==> src/rtl/cv32e41s_pending_req_sel_if.sv <==
// cv32e41s_pending_req_sel_if: request/mask/flush inputs, offer handshake and status outputs
interface cv32e41s_pending_req_sel_if #(parameter int LEN = 32);
  localparam int IDXW = $clog2(LEN);
  logic [LEN-1:0]  req_set_i;
  logic [LEN-1:0]  mask_i;
  logic            flush_i;
  logic            valid_o;
  logic [IDXW-1:0] idx_o;
  logic            ready_i;
  logic [LEN-1:0]  pending_o;
  logic            overflow_o;
  modport master (output req_set_i, mask_i, flush_i, ready_i, input valid_o, idx_o, pending_o, overflow_o);
  modport slave (input req_set_i, mask_i, flush_i, ready_i, output valid_o, idx_o, pending_o, overflow_o);
endinterface

==> src/rtl/cv32e41s_pending_req_sel.sv <==
// cv32e41s_pending_req_sel: sticky pending lines, lowest-index select, valid/ready offer (clk, rst, bus: req_set/mask/flush/ready in, valid/idx/pending/overflow out)
module cv32e41s_pending_req_sel #(
  parameter int LEN  = 32,
  parameter int IDXW = $clog2(LEN)
) (
  input logic clk,
  input logic rst,
  cv32e41s_pending_req_sel_if.slave bus
);
  typedef enum logic {IDLE, OFFER} state_t;
  state_t state_q, state_d;
  logic [LEN-1:0] pending_q, acc_clr, nxt;
  logic [IDXW-1:0] idx_q, idx_d, first;
  logic ovf_q, acc;
  assign acc     = (state_q == OFFER) && bus.ready_i;
  assign acc_clr = acc ? {{(LEN-1){1'b0}}, 1'b1} << idx_q : '0;
  // In IDLE acc_clr is zero, so one encoder on nxt serves both states.
  assign nxt     = pending_q & bus.mask_i & ~acc_clr;
  always_comb begin
    first = '0;
    for (int i = LEN - 1; i >= 0; i--) if (nxt[i]) first = IDXW'(i);
  end
  always_comb begin
    state_d = (state_q == OFFER && !bus.ready_i) || |nxt ? OFFER : IDLE;
    idx_d   = (state_q == IDLE || bus.ready_i) && |nxt ? first : idx_q;
  end
  always_ff @(posedge clk) begin
    if (rst) begin
      pending_q <= '0;
      state_q   <= IDLE;
      idx_q     <= '0;
      ovf_q     <= 1'b0;
    end else if (bus.flush_i) begin
      pending_q <= '0;
      state_q   <= IDLE;
      ovf_q     <= 1'b0;
    end else begin
      pending_q <= (pending_q & ~acc_clr) | bus.req_set_i;
      state_q   <= state_d;
      idx_q     <= idx_d;
      ovf_q     <= ovf_q | |(bus.req_set_i & pending_q & ~acc_clr);
    end
  end
  assign bus.valid_o    = state_q == OFFER;
  assign bus.idx_o      = idx_q;
  assign bus.pending_o  = pending_q;
  assign bus.overflow_o = ovf_q;
endmodule

==> src/flat_wrapper.sv <==
// flat-port wrapper written by rule: the top's interface ports become plain ports
module cv32e41s_pending_req_sel_flat 
#(
  parameter int LEN  = 32,
  parameter int IDXW = $clog2(LEN)
)
  (clk, rst, bus_req_set_i, bus_mask_i, bus_flush_i, bus_ready_i, bus_valid_o, bus_idx_o, bus_pending_o, bus_overflow_o);
  cv32e41s_pending_req_sel_if #(.LEN(LEN)) bus_i ();
  input logic clk;
  input logic rst;
  input wire logic [$bits(bus_i.req_set_i)-1:0] bus_req_set_i;
  input wire logic [$bits(bus_i.mask_i)-1:0] bus_mask_i;
  input wire logic [$bits(bus_i.flush_i)-1:0] bus_flush_i;
  input wire logic [$bits(bus_i.ready_i)-1:0] bus_ready_i;
  output wire logic [$bits(bus_i.valid_o)-1:0] bus_valid_o;
  output wire logic [$bits(bus_i.idx_o)-1:0] bus_idx_o;
  output wire logic [$bits(bus_i.pending_o)-1:0] bus_pending_o;
  output wire logic [$bits(bus_i.overflow_o)-1:0] bus_overflow_o;
  assign bus_i.req_set_i = bus_req_set_i;
  assign bus_i.mask_i = bus_mask_i;
  assign bus_i.flush_i = bus_flush_i;
  assign bus_i.ready_i = bus_ready_i;
  assign bus_valid_o = bus_i.valid_o;
  assign bus_idx_o = bus_i.idx_o;
  assign bus_pending_o = bus_i.pending_o;
  assign bus_overflow_o = bus_i.overflow_o;
  cv32e41s_pending_req_sel #(.LEN(LEN), .IDXW(IDXW)) u_core (.clk(clk), .rst(rst), .bus(bus_i));
endmodule
==> config.mk <==
export PLATFORM = sky130hd
export DESIGN_NAME = cv32e41s_pending_req_sel_flat
export DESIGN_NICKNAME = d
export VERILOG_FILES = /design/src/rtl/cv32e41s_pending_req_sel_if.sv /design/src/rtl/cv32e41s_pending_req_sel.sv /design/src/flat_wrapper.sv
export SDC_FILE = /design/constraint.sdc
export NUM_CORES = 1
export LEC_CHECK = 0
export ABC_CLOCK_PERIOD_IN_PS = 6300
export BUFFER_PORTS_ARGS = -buffer_cell sky130_fd_sc_hd__buf_2
export CORE_MARGIN = 2
export CORE_UTILIZATION = 52
export DETAILED_ROUTE_END_ITERATION = 16
export GPL_ROUTABILITY_DRIVEN = 1
export PLACE_DENSITY_LB_ADDON = 0.3
export SLEW_MARGIN = 20
export SYNTH_ARGS = -nofsm -noshare
export SYNTH_HDL_FRONTEND = slang
export SYNTH_SLANG_ARGS = --single-unit
==> constraint.sdc <==
create_clock -name clk -period 6.3 [get_ports clk]
set_input_delay 0.315 -clock clk [delete_from_list [all_inputs] [get_ports clk]]
set_output_delay 0.315 -clock clk [all_outputs]
set_load 0.02 [all_outputs]
==> impl_metrics.env, run 1 <==
export IMPL_ir_worst_vdd_uv=119
export IMPL_status="finished clean"
export IMPL_gp_congestion=0.974
export IMPL_drt_wl_total_um=9280
export IMPL_worst_pin_slew_ns=0.898
export IMPL_leakage_uw=0.00148
export IMPL_ctsHoldBuffers=0
export IMPL_gr_total_overflow=0
export IMPL_ys_async_sr_fraction_pct=0
export IMPL_period_needed_ns=3.08
export IMPL_numCtsBuffers=5
export IMPL_cap_violations=0
export IMPL_root_buffer="clkbuf_8"
export IMPL_crit_slowest_cell="dfxtp_1"
export IMPL_synth_ff_type="dfxtp_1"
export IMPL_drt_first_iter_violations=290
export IMPL_cp_cell_sequence="nand4bb_1, o21a_1, nor4_4, nand4b_4, o31ai_4, nand3b_1, o41ai_1"
export IMPL_powerDensity_mw_per_mm2=212
export IMPL_rsz0062_at_grt="false"
export IMPL_postSynthAreaPerCell_um2=7.55
export IMPL_htreeDepth=2
export IMPL_ios=107
export IMPL_setup_worst_path_start_class="register"
export IMPL_vias=3142
export IMPL_synth_cells=346
export IMPL_fp_coreArea_mm2=0.00479
export IMPL_grt_pass1_vias=2720
export IMPL_pwr_share_comb_pct=26.6
export IMPL_rows=25
export IMPL_cts_resized_gates=0
export IMPL_hold_path_class="in -> reg"
export IMPL_period_share_pct=48.9
export IMPL_seqPwrFrac_pct=41.6
export IMPL_crit_fanout=27
export IMPL_p_sw_share_pct=33.3
export IMPL_fmax_mhz=325
export IMPL_worst_path_largest_cell_delay_ns=0.91
export IMPL_wl_per_cell_um=18.2
export IMPL_grt_start_max_net_pins=35
export IMPL_die_w_um=74.9
export IMPL_cts_num_sinks=39
export IMPL_cts_tree="done"
export IMPL_synthDistinctLibCells=58
export IMPL_postCtsSetupRepairBufs=0
export IMPL_antenna_found_initial=0
export IMPL_required_ns=6.48
export IMPL_die_area_mm2=0.00560
export IMPL_drive_gt1_share_pct=28.1
export IMPL_final_hold_viol_count=0
export IMPL_slew_viol_final=0
export IMPL_viasPerCell=6.17
export IMPL_num_fill_cells=438
export IMPL_netlist_area_mm2=0.00261
export IMPL_worstSetupPathType="reg -> reg"
export IMPL_synth_edf_count=0
export IMPL_ys_warn_count=0
export IMPL_first_pass_iters=5
export IMPL_final_setup_tns_ns=0
export IMPL_ant_nets=0
export IMPL_setup_violations=0
export IMPL_grtUsageTotal_pct=32.5
export IMPL_layout_nets=509
export IMPL_clk_latency_ns=0.29
export IMPL_grt_pass1_wl_um=13600
export IMPL_p_int_uw=459
export IMPL_hold_ws_ns=0.249
export IMPL_place_hpwl_um=7130
export IMPL_skew_ns=0.00376
export IMPL_diodes=0
export IMPL_ys_ff_latch=39
export IMPL_p_clk_share_pct=31.8
export IMPL_worstPathArrival_ns=3.27
export IMPL_drc=0
export IMPL_p_sw_uw=229
export IMPL_areaGrowthSynthToFinish_pct=24.4
export IMPL_timing_slew_headroom_pct=40.0
export IMPL_initial_core_util_pct=54.6
export IMPL_cts_buffer_depth=2
export IMPL_clk_pin_slew_worst_paths_ns=0.08
export IMPL_critPathCaptureType="register"
export IMPL_die_h_um=74.9
export IMPL_portBuffers=106
export IMPL_syn_nets=414
export IMPL_ys_seq_area_share_pct=29.9
## final cells by class
type,instances,area [µm²],area share [%]
clock inverters,2,35.0,1.08
well taps,67,83.8,2.58
flip-flops and latches,39,781,24.0
clock buffers,6,82.6,2.54
repair buffers,106,531,16.3
multi-input cells,274,1680,51.7
inverters,15,56.3,1.73
## cells in the final DEF (no fill, tap or decap), types with 3 or more instances in the layout
cell type / Yosys / final
a21boi_0: 4 / 4
o21ai_0: 7 / 7
nand4b_1: 3 / 3
a22oi_1: 8 / 8
nand2_1: 34 / 34
clkbuf_8: 0 / 6
and2_1: 8 / 8
buf_2: 10 / 106
a31oi_1: 20 / 20
o31a_1: 6 / 6
dfxtp_1: 39 / 39
o21a_1: 7 / 7
nand3_1: 16 / 16
nor2b_1: 3 / 3
nand4_1: 5 / 5
inv_1: 15 / 15
nand3b_1: 3 / 3
a32oi_1: 6 / 6
a21oi_1: 22 / 22
nor2_1: 59 / 59
nor3_1: 5 / 5
nand2b_1: 6 / 6
o211a_1: 3 / 3
o311a_1: 4 / 4
## worst max-delay path: cells and delay by family, from the launching register on
| family | cells | cell delay (ns) |
|---|---|---|
| flops | 1 | 0.91 |
| compound gates | 3 | 0.85 |
| simple gates | 4 | 1.21 |
## flip-flops by register name (all words and copies together) (netlist names)
signal / cells
u_core.bus.pending_o: 32
u_core.bus.idx_o: 5
u_core.bus.overflow_o: 1
u_core.bus.valid_o: 1
## cell families (layout without fill, tap and decap cells)
kind of cell	Yosys count	count (layout)	synth area share [%]
buffers and inverters	33	129	5.80
DFF	39	39	29.9
and+or+nand+nor	161	161	32.3
AOI/OAI and AO/OA	113	113	32.0
## path summary, 6_finish.rpt
kind | start | endpoint | slack (ns) | cells after the start
hold / removal | bus_req_set_i[12] | u_core.bus.pending_o[12] | 0.25 | 3
hold reg to reg | u_core.bus.pending_o[30] | u_core.bus.pending_o[30] | 0.51 | 2
setup / recovery | u_core.bus.idx_o[0] | u_core.bus.idx_o[2] | 3.22 | 7
setup reg to reg | u_core.bus.idx_o[0] | u_core.bus.idx_o[2] | 3.22 | 7
## per-layer routing
| metal | routed length (µm) | vias to the layer above | global-route usage, % |
|---|---|---|---|
| met5 | 0 | - | 0 |
| met4 | 153 | 0 | 10.5 |
| li1 | - | 1476 | - |
| met2 | 4360 | 184 | 52.0 |
| met3 | 728 | 16 | 4.55 |
| met1 | 4030 | 1466 | 45.0 |
## power by group through the flow
| stage | combinational (µW) | clock, µW | sequential [µW] |
|---|---|---|---|
| global placement | 178 | 0 | 290 |
| detailed placement | 179 | 0 | 291 |
| floorplan | 108 | 0 | 295 |
| finish | 183 | 219 | 286 |
| CTS | 180 | 221 | 285 |
| global route | 196 | 230 | 288 |
## cell usage after synthesis (2+ instances only)
cell type,number,share of area (%)
a311oi_1,2,0.67
nand4bb_1,2,0.86
nor2b_1,3,0.72
buf_2,10,1.9
a21oi_1,22,4.2
nor2_1,59,8.5
a221oi_1,2,0.67
nand3b_1,3,0.86
inv_1,15,2.2
and3_1,2,0.48
a211oi_1,2,0.57
nor4_4,2,1.6
nand2b_1,6,1.4
nor4_1,2,0.48
a21boi_0,4,1.2
a32oi_1,6,2.0
a21boi_1,2,0.57
a22oi_1,8,2.3
nand2_1,34,4.9
o311a_1,4,1.5
o31a_1,6,2.0
a41oi_1,2,0.67
nor2_2,2,0.48
nand4_1,5,1.2
o211a_1,3,1.2
a221o_1,2,0.77
dfxtp_1,39,30
and2_1,8,1.9
o22ai_1,2,0.48
o311ai_1,2,0.67
nor3_1,5,0.96
clkbuf_1,5,0.72
o21ai_0,7,1.3
nand4b_1,3,1.0
nand3_1,16,3.1
o21a_1,7,2.0
buf_4,2,0.57
a31oi_1,20,4.8
## metrics by stage
step	total power (µW)	setup slack [ns]	cells	instance area, µm²	util (%)
final	688	3.22	509	3250	67.9
after global routing	715	3.03	509	3250	67.9
after CTS	686	3.28	509	3250	67.9
after detailed placement	469	3.29	501	3130	65.4
after global placement	467	3.33	501	3130	65.4
after floorplan	403	3.98	346	2610	-
Note: power is estimated with default switching activity, not from simulation.
==> run 2: changes to the inputs <==
--- a/config.mk
+++ b/config.mk
@@ -5,10 +5,10 @@
 export SDC_FILE = /design/constraint.sdc
 export NUM_CORES = 1
 export LEC_CHECK = 0
-export ABC_CLOCK_PERIOD_IN_PS = 6300
+export ABC_CLOCK_PERIOD_IN_PS = 2600
 export BUFFER_PORTS_ARGS = -buffer_cell sky130_fd_sc_hd__buf_2
 export CORE_MARGIN = 2
-export CORE_UTILIZATION = 52
+export CORE_UTILIZATION = 44
 export DETAILED_ROUTE_END_ITERATION = 16
 export GPL_ROUTABILITY_DRIVEN = 1
 export PLACE_DENSITY_LB_ADDON = 0.3
==> constraint.sdc (replaced) <==
create_clock -name clk -period 2.6 [get_ports clk]
set_input_delay 0.13 -clock clk [delete_from_list [all_inputs] [get_ports clk]]
set_output_delay 0.13 -clock clk [all_outputs]
set_load 0.02 [all_outputs]
==> impl_metrics.env, run 2 (synthesis results as in run 1) <==
export IMPL_final_cell_mix="buf_2 (106), nor2_1 (59), dfxtp_1 (36)"
export IMPL_viasPerCell=5.90
export IMPL_cts_tree="done"
export IMPL_die_area_mm2=0.00657
export IMPL_rows=28
export IMPL_worstPathArrival_ns=2.69
export IMPL_grtUsageTotal_pct=27.8
export IMPL_gp_congestion=1.01
export IMPL_period_share_pct=96.0
export IMPL_post_place_ws_ns=0.0514
export IMPL_initial_core_util_pct=44.9
export IMPL_gr_total_overflow=0
export IMPL_cts_num_sinks=39
export IMPL_slew_viol_final=0
export IMPL_ctsHoldBuffers=0
export IMPL_fin_area_mm2=0.00342
export IMPL_grt_start_max_net_pins=35
export IMPL_fmax_mhz=401
export IMPL_regToRegStartpoint="u_core.bus.idx_o[1]"
export IMPL_drt_first_iter_violations=248
export IMPL_r2r_setup_slack_ns=0.10
export IMPL_crit_path_start="u_core.bus.idx_o[1]"
export IMPL_grt_pass1_wl_um=13900
export IMPL_worstSetupPathType="reg -> reg"
export IMPL_die_h_um=81.0
export IMPL_diodes=0
export IMPL_setup_worst_path_start_class="register"
export IMPL_ant_nets=0
export IMPL_root_buffer="clkbuf_8"
export IMPL_htreeDepth=2
export IMPL_critPathCaptureType="register"
export IMPL_grt_pass1_vias=2845
export IMPL_portBuffers=106
export IMPL_cap_violations=0
export IMPL_fp_coreArea_mm2=0.00582
export IMPL_status="finished clean"
export IMPL_crit_fanout=12
export IMPL_place_hpwl_um=7250
export IMPL_clk_pin_slew_worst_paths_ns=0.08
export IMPL_skew_ns=0.00349
export IMPL_period_needed_ns=2.50
export IMPL_final_hold_viol_count=0
export IMPL_largest_reg_flops=32
export IMPL_fin_cells=536
export IMPL_drive_gt1_share_pct=32.8
export IMPL_final_common_cell="buf_2"
export IMPL_drc=0
export IMPL_first_pass_iters=6
export IMPL_wl_per_cell_um=16.9
export IMPL_reg2reg_depth=7
export IMPL_clk_latency_ns=0.30
export IMPL_power_total_uw=1710
export IMPL_final_core_util_pct=58.8
export IMPL_die_w_um=81.0
export IMPL_numCtsBuffers=5
export IMPL_worst_pin_slew_ns=0.671
export IMPL_placed_area_mm2=0.00328
export IMPL_hold_path_class="in -> reg"
export IMPL_num_fill_cells=589
export IMPL_setup_violations=0
export IMPL_ir_worst_vdd_uv=239
export IMPL_ios=107
export IMPL_layout_nets=528
export IMPL_antenna_found_initial=0
export IMPL_required_ns=2.79
export IMPL_endpoint="u_core.bus.idx_o[2]"
export IMPL_drt_wl_total_um=9060
export IMPL_worstReg2RegEnd="u_core.bus.idx_o[2]"
export IMPL_powerDensity_mw_per_mm2=501
export IMPL_timing_slew_headroom_pct=55.3
export IMPL_placed_cells=527
export IMPL_leakage_uw=0.00157
export IMPL_layout_setup_ws_ns=0.104
export IMPL_areaGrowthSynthToFinish_pct=31.0
export IMPL_cts_buffer_depth=2
export IMPL_vias=3160
==> run 2: cell types whose count changed in the layout (fill, tap and decap cells not counted), sizes merged <==
cell | before | now
buf | 106 | 125
==> run 2: metrics by stage <==
step / hold slack [ns] / setup TNS (ns)
2_1_floorplan: 0.209 / 0
3_3_place_gp: 0.352 / 0
3_5_place_dp: 0.360 / 0
4_1_cts: 0.0483 / 0
5_1_grt: 0.0597 / -0.0175
6_report: 0.0518 / 0
==> run 2: power breakdown <==
group / internal [µW] / switching (µW)
combinational: 199 / 291
sequential: 633 / 46.0
clock: 311 / 234
==> run 2: worst min path at each step <==
stage | from | to | slack, ns | cells past startpoint
after CTS | bus_req_set_i[21] | u_core.bus.pending_o[21] | 0.05 | 3
after floorplan | rst | u_core.bus.idx_o[3] | 0.21 | 1
after detailed placement | bus_req_set_i[21] | u_core.bus.pending_o[21] | 0.36 | 3
after global placement | bus_req_set_i[25] | u_core.bus.pending_o[25] | 0.35 | 3
after global routing | bus_req_set_i[12] | u_core.bus.pending_o[12] | 0.06 | 3
final | bus_req_set_i[21] | u_core.bus.pending_o[21] | 0.05 | 3
==> run 2: cell type report <==
class	instances	area [µm²]	area share, %
clock inverters	2	35.0	1.02
multi-input cells	274	1690	49.5
repair buffers	125	673	19.7
clock buffers	6	82.6	2.41
flip-flops and latches	39	785	22.9
well taps	75	93.8	2.74
inverters	15	56.3	1.65
==> run 2: worst max-delay path: stages (launching register included) <==
cell	delay, ns
dfxtp_2	0.38
or2_1	0.34
or3_1	0.47
a31oi_1	0.36
nand4_1	0.28
o31ai_4	0.36
nand3b_1	0.12
o41ai_1	0.07
==> run 2: what timing repair did <==
action / CTS / global route
gates resized for setup: 0 / 8
setup buffers: 0 / 1
setup endpoints to repair: 0 / 6
==> run 2: layer usage <==
| metal | track usage [%] | routed length [µm] | part of all wire, % |
|---|---|---|---|
| met5 | 0 | 0 | 0 |
| met4 | 10.5 | 259 | 2.9 |
| met3 | 4.11 | 635 | 7.0 |
| met2 | 43.0 | 4070 | 45 |
| met1 | 39.1 | 4100 | 45 |
